<file path="config.mk">
export PLATFORM = sky130hd
export DESIGN_NAME = reg_to_apb
export DESIGN_NICKNAME = d
export VERILOG_FILES = /design/src/rtl/reg_to_apb.sv
export SDC_FILE = /design/constraint.sdc
export NUM_CORES = 1
export LEC_CHECK = 0
export BUFFER_PORTS_ARGS = -buffer_cell sky130_fd_sc_hd__clkbuf_2
export CORE_MARGIN = 2
export CORE_UTILIZATION = 45
export CTS_CLUSTER_SIZE = 28
export DETAILED_ROUTE_END_ITERATION = 16
export PLACE_DENSITY = 0.87
export SYNTH_ARGS = -nofsm -noshare
export SYNTH_HDL_FRONTEND = slang
export SYNTH_SLANG_ARGS = --single-unit
</file>
<file path="constraint.sdc">
create_clock -name clk_i -period 1.88 [get_ports clk_i]
set_input_delay 0.376 -clock clk_i [delete_from_list [all_inputs] [get_ports clk_i]]
set_output_delay 0.376 -clock clk_i [all_outputs]
set_load 0.02 [all_outputs]
</file>
<file path="src/rtl/reg_to_apb.sv">
// REG_BUS-style register master to APB3 completer bridge, one transfer in flight.
// Optional build macro REG2APB_TIMEOUT_EN aborts ACCESS after TIMEOUT_CYCLES cycles.
module reg_to_apb #(
  parameter int ADDR_WIDTH     = 32,
  parameter int DATA_WIDTH     = 32,
  parameter int TIMEOUT_CYCLES = 16
) (
  input  logic                    clk_i,
  input  logic                    rst_i,
  input  logic [ADDR_WIDTH-1:0]   reg_addr_i,
  input  logic                    reg_write_i,
  input  logic [DATA_WIDTH-1:0]   reg_wdata_i,
  input  logic [DATA_WIDTH/8-1:0] reg_wstrb_i,
  input  logic                    reg_valid_i,
  output logic [DATA_WIDTH-1:0]   reg_rdata_o,
  output logic                    reg_error_o,
  output logic                    reg_ready_o,
  output logic [ADDR_WIDTH-1:0]   paddr_o,
  output logic [DATA_WIDTH-1:0]   pwdata_o,
  output logic                    pwrite_o,
  output logic                    psel_o,
  output logic                    penable_o,
  input  logic [DATA_WIDTH-1:0]   prdata_i,
  input  logic                    pready_i,
  input  logic                    pslverr_i,
  output logic                    busy_o
);

  // Handshake: the master holds reg_valid_i and its payload stable until accepted in IDLE;
  // reg_ready_o is a single-cycle pulse carrying reg_rdata_o/reg_error_o, zero otherwise.
  localparam int STRB_WIDTH = DATA_WIDTH / 8;

  typedef enum logic [1:0] {
    IDLE   = 2'd0,
    SETUP  = 2'd1,
    ACCESS = 2'd2,
    RESP   = 2'd3
  } state_t;

  state_t                  state_q;
  state_t                  state_d;
  logic [ADDR_WIDTH-1:0]   addr_q;
  logic [DATA_WIDTH-1:0]   wdata_q;
  logic                    write_q;
  logic [DATA_WIDTH-1:0]   rdata_q;
  logic                    err_q;
  logic                    strb_err;
  logic                    timeout_hit;

  assign strb_err = reg_write_i && (reg_wstrb_i != {STRB_WIDTH{1'b1}});

`ifdef REG2APB_TIMEOUT_EN
  localparam logic [7:0] TIMEOUT_LAST = 8'(TIMEOUT_CYCLES - 1);
  logic [7:0] tmo_cnt_q;

  assign timeout_hit = (state_q == ACCESS) && !pready_i && (tmo_cnt_q == TIMEOUT_LAST);

  always_ff @(posedge clk_i) begin
    if (rst_i) begin
      tmo_cnt_q <= 8'd0;
    end else if (state_q == SETUP) begin
      tmo_cnt_q <= 8'd0;
    end else if (state_q == ACCESS && !pready_i) begin
      tmo_cnt_q <= tmo_cnt_q + 8'd1;
    end
  end
`else
  assign timeout_hit = 1'b0;
`endif

  // State register
  always_ff @(posedge clk_i) begin
    if (rst_i) begin
      state_q <= IDLE;
    end else begin
      state_q <= state_d;
    end
  end

  // Next-state logic
  always_comb begin
    state_d = state_q;
    case (state_q)
      IDLE: begin
        if (reg_valid_i) begin
          state_d = strb_err ? RESP : SETUP;
        end
      end
      SETUP:  state_d = ACCESS;
      ACCESS: begin
        if (pready_i || timeout_hit) begin
          state_d = RESP;
        end
      end
      RESP:    state_d = IDLE;
      default: state_d = IDLE;
    endcase
  end

  // Request capture and response registers
  always_ff @(posedge clk_i) begin
    if (rst_i) begin
      addr_q  <= '0;
      wdata_q <= '0;
      write_q <= 1'b0;
      rdata_q <= '0;
      err_q   <= 1'b0;
    end else begin
      case (state_q)
        IDLE: begin
          if (reg_valid_i) begin
            addr_q  <= reg_addr_i;
            wdata_q <= reg_wdata_i;
            write_q <= reg_write_i;
            rdata_q <= '0;
            err_q   <= strb_err;
          end
        end
        ACCESS: begin
          if (pready_i) begin
            err_q   <= pslverr_i;
            rdata_q <= (!write_q && !pslverr_i) ? prdata_i : '0;
          end else if (timeout_hit) begin
            err_q   <= 1'b1;
            rdata_q <= '0;
          end
        end
        default: begin
        end
      endcase
    end
  end

  // Output logic
  always_comb begin
    psel_o      = (state_q == SETUP) || (state_q == ACCESS);
    penable_o   = (state_q == ACCESS);
    reg_ready_o = (state_q == RESP);
    busy_o      = (state_q != IDLE);
    paddr_o     = addr_q;
    pwdata_o    = wdata_q;
    pwrite_o    = write_q;
    reg_rdata_o = '0;
    reg_error_o = 1'b0;
    if (state_q == RESP) begin
      reg_rdata_o = rdata_q;
      reg_error_o = err_q;
    end
  end

endmodule

</file>
---- After elaboration in Yosys (flattened, before gate mapping) ----
Cells that the tools add are included.
cells by class
  eq/ne operators ......................... 6
  multiplexer cells ....................... 13
  reduce and logical (&&, ||, !) cells .... 11
operators with widths
  kind                  count
  $mux W32              4
  $pmux W32 S2          1
  $pmux W2 S4           1
  $mux W2               3
  $eq A2 B2 Y1 const B  2
  $ne A4 B4 Y1 const B  1
  $reduce_and A2 Y1     2
  $reduce_bool A2 Y1    2
  $mux W1               3
  $reduce_and A3 Y1     1
  $eq A2 B1 Y1 const B  1
  $logic_and A1 B1 Y1   2
  $logic_not A1 Y1      2
  $logic_not A2 Y1      1
  $ne A2 B1 Y1 const B  1
  $ne A2 B2 Y1 const B  1
  $pmux W1 S2           1
  $logic_or A1 B1 Y1    1
storage, ports and cells
  register bits ........................... 100
  input port bits ......................... 106
  output and inout bits ................... 102

---- Longest topological paths before layout ----
Gate-level depths: netlist (run 1).
  depth in word-level cells ............... 5
  depth in mapped cells ................... 7
  depth with buffers taken out ............ 5

---- Least setup slack after synthesis (run 1) ----
No wires, ideal clock.
  path kind ............................... register to output
  start ................................... register state_q[1]
  end ..................................... output port reg_rdata_o[10]
  data arrival time ....................... 1.178 ns
  path slack .............................. 0.326 ns
  cell stages (with the launch flop) ...... 4
  buffers on the path ..................... 1
  cells stage by stage .................... dfxtp_1 -> ha_1 -> clkbuf_1 -> and2_1
between the ends
  word-level cells in the longest chain between the ends .. 2
ends and longest elaborated chain
  what                      RTL line  source
  start: declaration        40        state_t state_q;
  start signal: assignment  76        state_q <= state_d;
  $eq A2 B2 Y1              n/a
  named net reg_ready_o     17        output logic reg_ready_o,
  $mux W32                  145       if (state_q == RESP) begin
  end: declaration          15        output logic [DATA_WIDTH-1:0] reg_rdata_o,
The timed path passes the listed nets, and every way through them passes these cells.

---- Worst setup path in the final report (run 1) ----
  start ................................... register state_q[1]
  end ..................................... output port reg_rdata_o[0]
between the ends
  word-level cells in the longest chain between the ends .. 2
ends and longest elaborated chain
  what          RTL line
  $eq A2 B2 Y1  145
  $mux W32      145
No other way between the ends.

==> impl_metrics.sql, run 1 <==
INSERT INTO impl_metrics (metric_group, metric, value, unit) VALUES
('status', 'run_status', 'complete, no violations', ''),
('sta', 'timing.final.crit_share', '95.0', '%'),
('critical_path', 'crit_chain', 'ha_2 -> buf_12 -> and2_1 -> clkbuf_2', ''),
('synth', 'synth_top_area_share', '48.9', '%'),
('drt', 'detailedRoute.firstPassIterationCount', '4', ''),
('finish', 'layout.area.seq', '2000', 'um2'),
('finish', 'layout-drive-gt1-share', '34.6', '%'),
('drt', 'drt_iter0_markers', '101', ''),
('synth', 'post_synth_num_cell_types', '22', ''),
('clock_network', 'tritoncts_num_sinks', '100', ''),
('floorplanning', 'std_cell_rows', '34', ''),
('global_routing', 'grt_start_max_net_pins', '53', ''),
('floorplanning', 'start_util', '46.7', '%'),
('critical_path', 'worst-endpoint-arrival', '1.41', 'ns'),
('synth', 'post_synth_and_or_nand_nor_area_fraction', '27.2', '%'),
('synth', 'synth_sequential_area_ratio', '48.9', '%'),
('sta', 'fmax', '560', 'MHz'),
('clock_network', 'deepest_clock_path_buffer_count', '2', ''),
('floorplanning', 'fp.dieH', '99.4', 'um'),
('synth', 'synth.top_cells.by_area', 'dfxtp_1 49%, nand2_1 15%, a21oi_1 8.2%', ''),
('sta', 'clock_skew', '0.0130', 'ns'),
('synth', 'postSynthCellCount', '487', ''),
('drt', 'route.detailed.vias_per_inst', '4.81', ''),
('clock_network', 'clkSlewWorstSetupHoldPaths', '0.10', 'ns'),
('power_and_ir_drop', 'peakVddDrop', '0.000823', 'V'),
('floorplanning', 'core_region', '8760', 'um2'),
('drt', 'vias', '3809', ''),
('sta', 'setup_viol', '0', ''),
('critical_path', 'worstPathRequired', '1.50', 'ns'),
('placed_design', 'place_congestion', '0.827', ''),
('synth', 'synth_seq_cells', '100', ''),
('synth', 'synthesis.area_per_instance', '8.41', 'um2'),
('sta', 'rsz0062_at_grt', 'no', ''),
('synth', 'synth_area_leader_cell', 'dfxtp_1', ''),
('global_routing', 'antenna_found_initial', '0', ''),
('critical_path', 'crit_path_start_kind', 'flip-flop', ''),
('synth', 'synth.cell_area', '4090', 'um2'),
('critical_path', 'crit_path_max_fanout', '34', ''),
('drt', 'avgRoutedWirePerCell', '12.9', 'um'),
('floorplanning', 'fp.dieW', '99.4', 'um'),
('global_routing', 'grt_usage', '20.1', '%'),
('finish', 'syn_to_final_growth', '30.3', '%'),
('synth', 'post_synthesis_compound_gate_area_fraction', '8.95', '%'),
('clock_network', 'ctsRootBufferMaster', 'clkbuf_8', ''),
('sta', 'max_slew_margin', '68.4', '%'),
('power_and_ir_drop', 'design_power_total', '6.39', 'mW'),
('finish', 'postLayoutCellArea', '5330', 'um2'),
('synth', 'post_synth_mux_area_share', '7.82', '%'),
('global_routing', 'grt_pass1_vias', '3778', ''),
('critical_path', 'end_kind', 'primary output', ''),
('critical_path', 'cp_slowest_stage_delay', '0.37', 'ns'),
('clock_network', 'worstSkewPairLatency', '0.35', 'ns'),
('global_routing', 'grt_first_pass_wirelength', '16400', 'um'),
('drt', 'drc', '0', ''),
('sta', 'hold_viol', '0', ''),
('sta', 'final-max-slew-violation-count', '0', ''),
('finish', 'nFillCells', '797', ''),
('placed_design', 'dp_hpwl', '7600', 'um'),
('floorplanning', 'die_area', '9880', 'um2'),
('synth', 'main_combinational_cell_family_by_area_after_synthesis', 'simple AND/OR/NAND/NOR gates', ''),
('finish', 'antenna_cells', '0', ''),
('finish', 'num-nets-final', '789', ''),
('synth', 'synth_xor_area_share', '0', '%'),
('synth', 'yosys_warnings', '0', ''),
('job', 'maxCapViolCount', '0', ''),
('critical_path', 'worst-setup-path-type', 'reg -> out', ''),
('global_routing', 'remaining_overflow_grt', '0', ''),
('power_and_ir_drop', 'total_leakage_power', '2.52', 'nW'),
('placed_design', 'numPortBuffers', '207', ''),
('drt', 'antenna_violating_nets_post_route', '0', ''),
('sta', 'final_period_minus_worst_setup_slack', '1.79', 'ns');
final timing paths:
kind	from	to	slack, ns	depth (start not counted)
hold / removal	reg_wdata_i[24]	pwdata_o[24]$_SDFFE_PP0P_	0.23	3
hold reg to reg	pwdata_o[9]$_SDFFE_PP0P_	pwdata_o[9]$_SDFFE_PP0P_	0.46	2
setup / recovery	state_q[1]$_SDFFE_PP0P_	reg_rdata_o[0]	0.09	4
setup reg to reg	state_q[0]$_SDFFE_PP0P_	rdata_q[14]$_SDFFE_PP0P_	0.20	6
what timing repair did:
action                                  4_1_cts  5_1_grt
buffers inserted                              0        0
gates resized for setup                       1        5
hold buffers                                  0        0
pin swaps                                     0        0
endpoints found under the setup margin       33       33
power breakdown:
part           switching [mW]  internal, mW  total (mW)
clock                   0.720         0.521        1.24
combinational            1.57         0.970        2.54
sequential              0.166          2.44        2.60
area by class of cell:
class,count,area share [%]
flip-flops and latches,100,37.6
multi-input cells,348,34.8
repair buffers,216,21.4
clock buffers,11,2.65
well taps,108,2.53
clock inverters,5,0.704
inverters,4,0.282
sequential cells by signal (all words and copies together), names as in the netlist:
register and cells:
state_q 2, rdata_q 32, pwdata_o 32, pwrite_o 1, err_q 1, paddr_o 32
logic make-up after synthesis:
kind of cell    count (synthesis)
simple gates                  241
compound gates                 71
fa+ha+maj                       4
mux                            32
flops                         100
buf+inv                        39
critical path: cells and delay by family (launching register included):
kind,cells,cell delay (ns)
DFF,1,0.37
adders and majority gates,1,0.20
buffers and inverters,2,0.33
and+or+nand+nor,1,0.16
routing by layer:
| layer | track usage (%) | part of all wire (%) | wire length, um | vias to the layer above |
|---|---|---|---|---|
| met4 | 7.06 | 1.7 | 179 | 0 |
| met1 | 22.3 | 41 | 4240 | 1730 |
| li1 | - | - | - | 1936 |
| met2 | 36.5 | 51 | 5220 | 127 |
| met3 | 5.83 | 5.9 | 608 | 16 |
| met5 | 0 | 0 | 0 | - |
synthesized netlist by cell type:
cell,count
inv_1,4
a211oi_1,1
a31oi_1,1
clkbuf_1,7
nor2_1,1
nand4_1,1
a21oi_1,67
buf_2,15
nor3_1,2
dfxtp_1,100
nand2_1,163
and2_1,34
buf_4,6
mux2i_1,32
buf_6,7
a221oi_1,1
nor4b_4,1
nor2b_1,2
nand3b_1,2
a311oi_1,1
ha_1,4
nand2b_1,35
through the flow:
step                hold WS, ns  setup WS, ns  std cells
floorplan                 0.441         0.326        487
global placement          0.441         0.371        776
detailed placement        0.447         0.233        776
CTS                       0.221       0.00851        792
global route              0.208       0.00642        792
finish                    0.231        0.0949        792
layout by cell type (no fill, tap or decap), types with 2 or more instances in the layout:
cell type | Yosys | routed
a21oi_1 | 67 | 67
and2_1 | 34 | 33
buf_12 | 0 | 3
buf_4 | 6 | 6
clkbuf_2 | 0 | 206
clkbuf_8 | 0 | 10
clkinv_4 | 0 | 2
clkinvlp_4 | 0 | 2
dfxtp_1 | 100 | 98
dfxtp_2 | 0 | 2
ha_1 | 4 | 3
inv_1 | 4 | 4
mux2i_1 | 32 | 32
nand2_1 | 163 | 162
nand2b_1 | 35 | 35
nand3b_1 | 2 | 2
nor2b_1 | 2 | 2
nor3_1 | 2 | 2
(Power assumes the default switching activity.)
==> run 2, diff against run 1 <==
--- a/config.mk
+++ b/config.mk
@@ -11,6 +11,7 @@
 export CTS_CLUSTER_SIZE = 28
 export DETAILED_ROUTE_END_ITERATION = 16
 export PLACE_DENSITY = 0.87
+export RECOVER_POWER = 100
 export SYNTH_ARGS = -nofsm -noshare
 export SYNTH_HDL_FRONTEND = slang
 export SYNTH_SLANG_ARGS = --single-unit
==> impl_metrics.sql, run 2 (synthesized netlist as in run 1, its figures left out) <==
INSERT INTO impl_metrics (metric_group, metric, value, unit) VALUES
('placed_design', 'placed_cells_incl_taps', '776', ''),
('critical_path', 'crit_chain', 'ha_2 -> buf_12 -> and2_1 -> clkbuf_2', ''),
('power_and_ir_drop', 'design_power_total', '6.28', 'mW'),
('critical_path', 'crit_path_start_kind', 'flip-flop', ''),
('placed_design', 'postPlaceCellArea', '5140', 'um2'),
('drt', 'route.detailed.vias_per_inst', '4.83', ''),
('floorplanning', 'start_util', '46.7', '%'),
('sta', 'timing.final.crit_share', '94.8', '%'),
('floorplanning', 'core_region', '8760', 'um2'),
('power_and_ir_drop', 'peakVddDrop', '0.000820', 'V'),
('placed_design', 'dp_hpwl', '7600', 'um'),
('critical_path', 'cp_slowest_stage_delay', '0.36', 'ns'),
('finish', 'layout-drive-gt1-share', '24.7', '%'),
('power_and_ir_drop', 'p_int', '3.83', 'mW'),
('global_routing', 'grt_first_pass_wirelength', '16400', 'um'),
('sta', 'hold_viol', '0', ''),
('clock_network', 'ctsRootBufferMaster', 'clkbuf_8', ''),
('placed_design', 'pre_cts_ws', '0.233', 'ns'),
('power_and_ir_drop', 'power.share.switching', '39.0', '%'),
('floorplanning', 'std_cell_rows', '34', ''),
('finish', 'mostFrequentLayoutCell', 'nand2_1', ''),
('floorplanning', 'die_area', '9880', 'um2'),
('placed_design', 'place_congestion', '0.827', ''),
('job', 'maxCapViolCount', '0', ''),
('clock_network', 'cts_resized', '1', ''),
('global_routing', 'antenna_found_initial', '0', ''),
('drt', 'drc', '0', ''),
('sta', 'final-max-slew-violation-count', '0', ''),
('global_routing', 'grt_usage', '20.1', '%'),
('sta', 'fmax', '561', 'MHz'),
('power_and_ir_drop', 'comb_power_share', '38.9', '%'),
('status', 'run_status', 'complete, no violations', ''),
('critical_path', 'worst-endpoint-arrival', '1.41', 'ns'),
('floorplanning', 'fp.dieW', '99.4', 'um'),
('finish', 'syn_to_final_growth', '27.8', '%'),
('finish', 'layout.area.seq', '2000', 'um2'),
('floorplanning', 'boundaryPins', '208', ''),
('power_and_ir_drop', 'power.share.sequential', '41.4', '%'),
('clock_network', 'cts-buffers-inserted', '9', ''),
('clock_network', 'worstSkewPairLatency', '0.35', 'ns'),
('global_routing', 'grt_pass1_vias', '3778', ''),
('drt', 'detail_route.wirelength', '10300', 'um'),
('power_and_ir_drop', 'switchingPower', '2.45', 'mW'),
('clock_network', 'clkSlewWorstSetupHoldPaths', '0.10', 'ns'),
('drt', 'antenna_violating_nets_post_route', '0', ''),
('finish', 'antenna_cells', '0', ''),
('global_routing', 'remaining_overflow_grt', '0', ''),
('clock_network', 'ctsHoldBuffers', '0', ''),
('critical_path', 'worst-setup-path-type', 'reg -> out', ''),
('sta', 'final_period_minus_worst_setup_slack', '1.78', 'ns'),
('sta', 'rsz0062_at_grt', 'no', ''),
('finish', 'fin_cells', '792', ''),
('critical_path', 'worstPathRequired', '1.50', 'ns'),
('clock_network', 'tritoncts_clock_tree', 'yes', ''),
('clock_network', 'tritoncts_num_sinks', '100', ''),
('critical_path', 'timing.critical_path.slowest_stage_cell', 'dfxtp_2', ''),
('worst_hold_path', 'holdCritPathClass', 'in -> reg', ''),
('global_routing', 'grt_start_max_net_pins', '53', ''),
('sta', 'tightestPinTransition', '0.652', 'ns'),
('finish', 'num-nets-final', '789', ''),
('floorplanning', 'fp.dieH', '99.4', 'um'),
('sta', 'clock_skew', '0.0120', 'ns'),
('finish', 'postLayoutCellArea', '5230', 'um2'),
('placed_design', 'numPortBuffers', '207', ''),
('sta', 'layout_setup_ws', '0.0976', 'ns'),
('power_and_ir_drop', 'clockPowerShare', '19.8', '%'),
('clock_network', 'post_cts.repair.setup_buffers', '0', ''),
('sta', 'finalSetupTns', '0', 'ns'),
('sta', 'max_slew_margin', '56.5', '%'),
('power_and_ir_drop', 'cellPowerDensity', '1200', 'nW/um2'),
('clock_network', 'ctsHtreeMaxLevel', '3', ''),
('finish', 'area_used_by_multi_input_combinational_logic', '1860', 'um2'),
('critical_path', 'crit_path_max_fanout', '34', ''),
('sta', 'setup_viol', '0', ''),
('finish', 'highest_count_cells_in_the_layout_ignoring_fill_and_taps', '162 x nand2_1, 140 x clkbuf_2, 98 x dfxtp_1, 68 x clkbuf_1, 67 x a21oi_1', ''),
('critical_path', 'end_kind', 'primary output', ''),
('power_and_ir_drop', 'total_leakage_power', '2.29', 'nW'),
('drt', 'vias', '3823', ''),
('finish', 'nFillCells', '833', ''),
('drt', 'avgRoutedWirePerCell', '13.0', 'um'),
('clock_network', 'deepest_clock_path_buffer_count', '2', ''),
('drt', 'detailedRoute.firstPassIterationCount', '4', ''),
('drt', 'drt_iter0_markers', '112', '');
-- run 2: cell types whose count changed in the layout (fill, tap and decap cells not counted), sizes merged --
| cell | previous run | this run |
|---|---|---|
| buf | 10 | 8 |
| clkbuf | 217 | 219 |
-- run 2: metrics by stage --
stage | hold slack, ns | utilization [%]
3_5_place_dp | 0.447 | 58.6
4_1_cts | 0.221 | 60.7
6_report | 0.231 | 59.7
2_1_floorplan | 0.441 | -
3_3_place_gp | 0.441 | 58.6
5_1_grt | 0.208 | 59.7
-- run 2: layout make-up --
class	instances	share of cell area [%]
clock inverters	5	0.717
inverters	4	0.287
repair buffers	216	19.9
well taps	108	2.58
multi-input cells	348	35.5
flip-flops and latches	100	38.3
clock buffers	11	2.70
-- run 2: per-layer routing --
metal  vias to the layer above  GRT usage, %  part of all wire [%]
li1                       1938             -                     -
met1                      1738          22.3                    41
met2                       131          36.5                    51
met3                        16          5.83                   5.7
met4                         0          7.06                   1.7
met5                         -             0                     0
-- run 2: path summary, 6_finish.rpt --
path                            start                         to  slack [ns]  cells after the start
max           state_q[1]$_SDFFE_PP0P_             reg_rdata_o[0]         0.1                      4
min                   reg_wdata_i[24]  pwdata_o[24]$_SDFFE_PP0P_        0.23                      3
max reg2reg   state_q[0]$_SDFFE_PP0P_   rdata_q[14]$_SDFFE_PP0P_        0.15                      6
min reg2reg  pwdata_o[9]$_SDFFE_PP0P_   pwdata_o[9]$_SDFFE_PP0P_        0.46                      2
-- run 2: worst max-delay path, delay by kind of cell, from the launching register on --
kind / cells / cell delay (ns)
fa+ha+maj: 1 / 0.20
buf+inv: 2 / 0.33
flops: 1 / 0.36
simple gates: 1 / 0.16
-- run 2: power groups by stage --
stage	Combinational [mW]	Clock [mW]	Sequential [mW]
3_5_place_dp	2.55	0	2.64
4_1_cts	2.56	1.27	2.60
5_1_grt	2.68	1.37	2.64
6_report	2.44	1.24	2.60
3_3_place_gp	2.47	0	2.62
2_1_floorplan	1.66	0	2.92
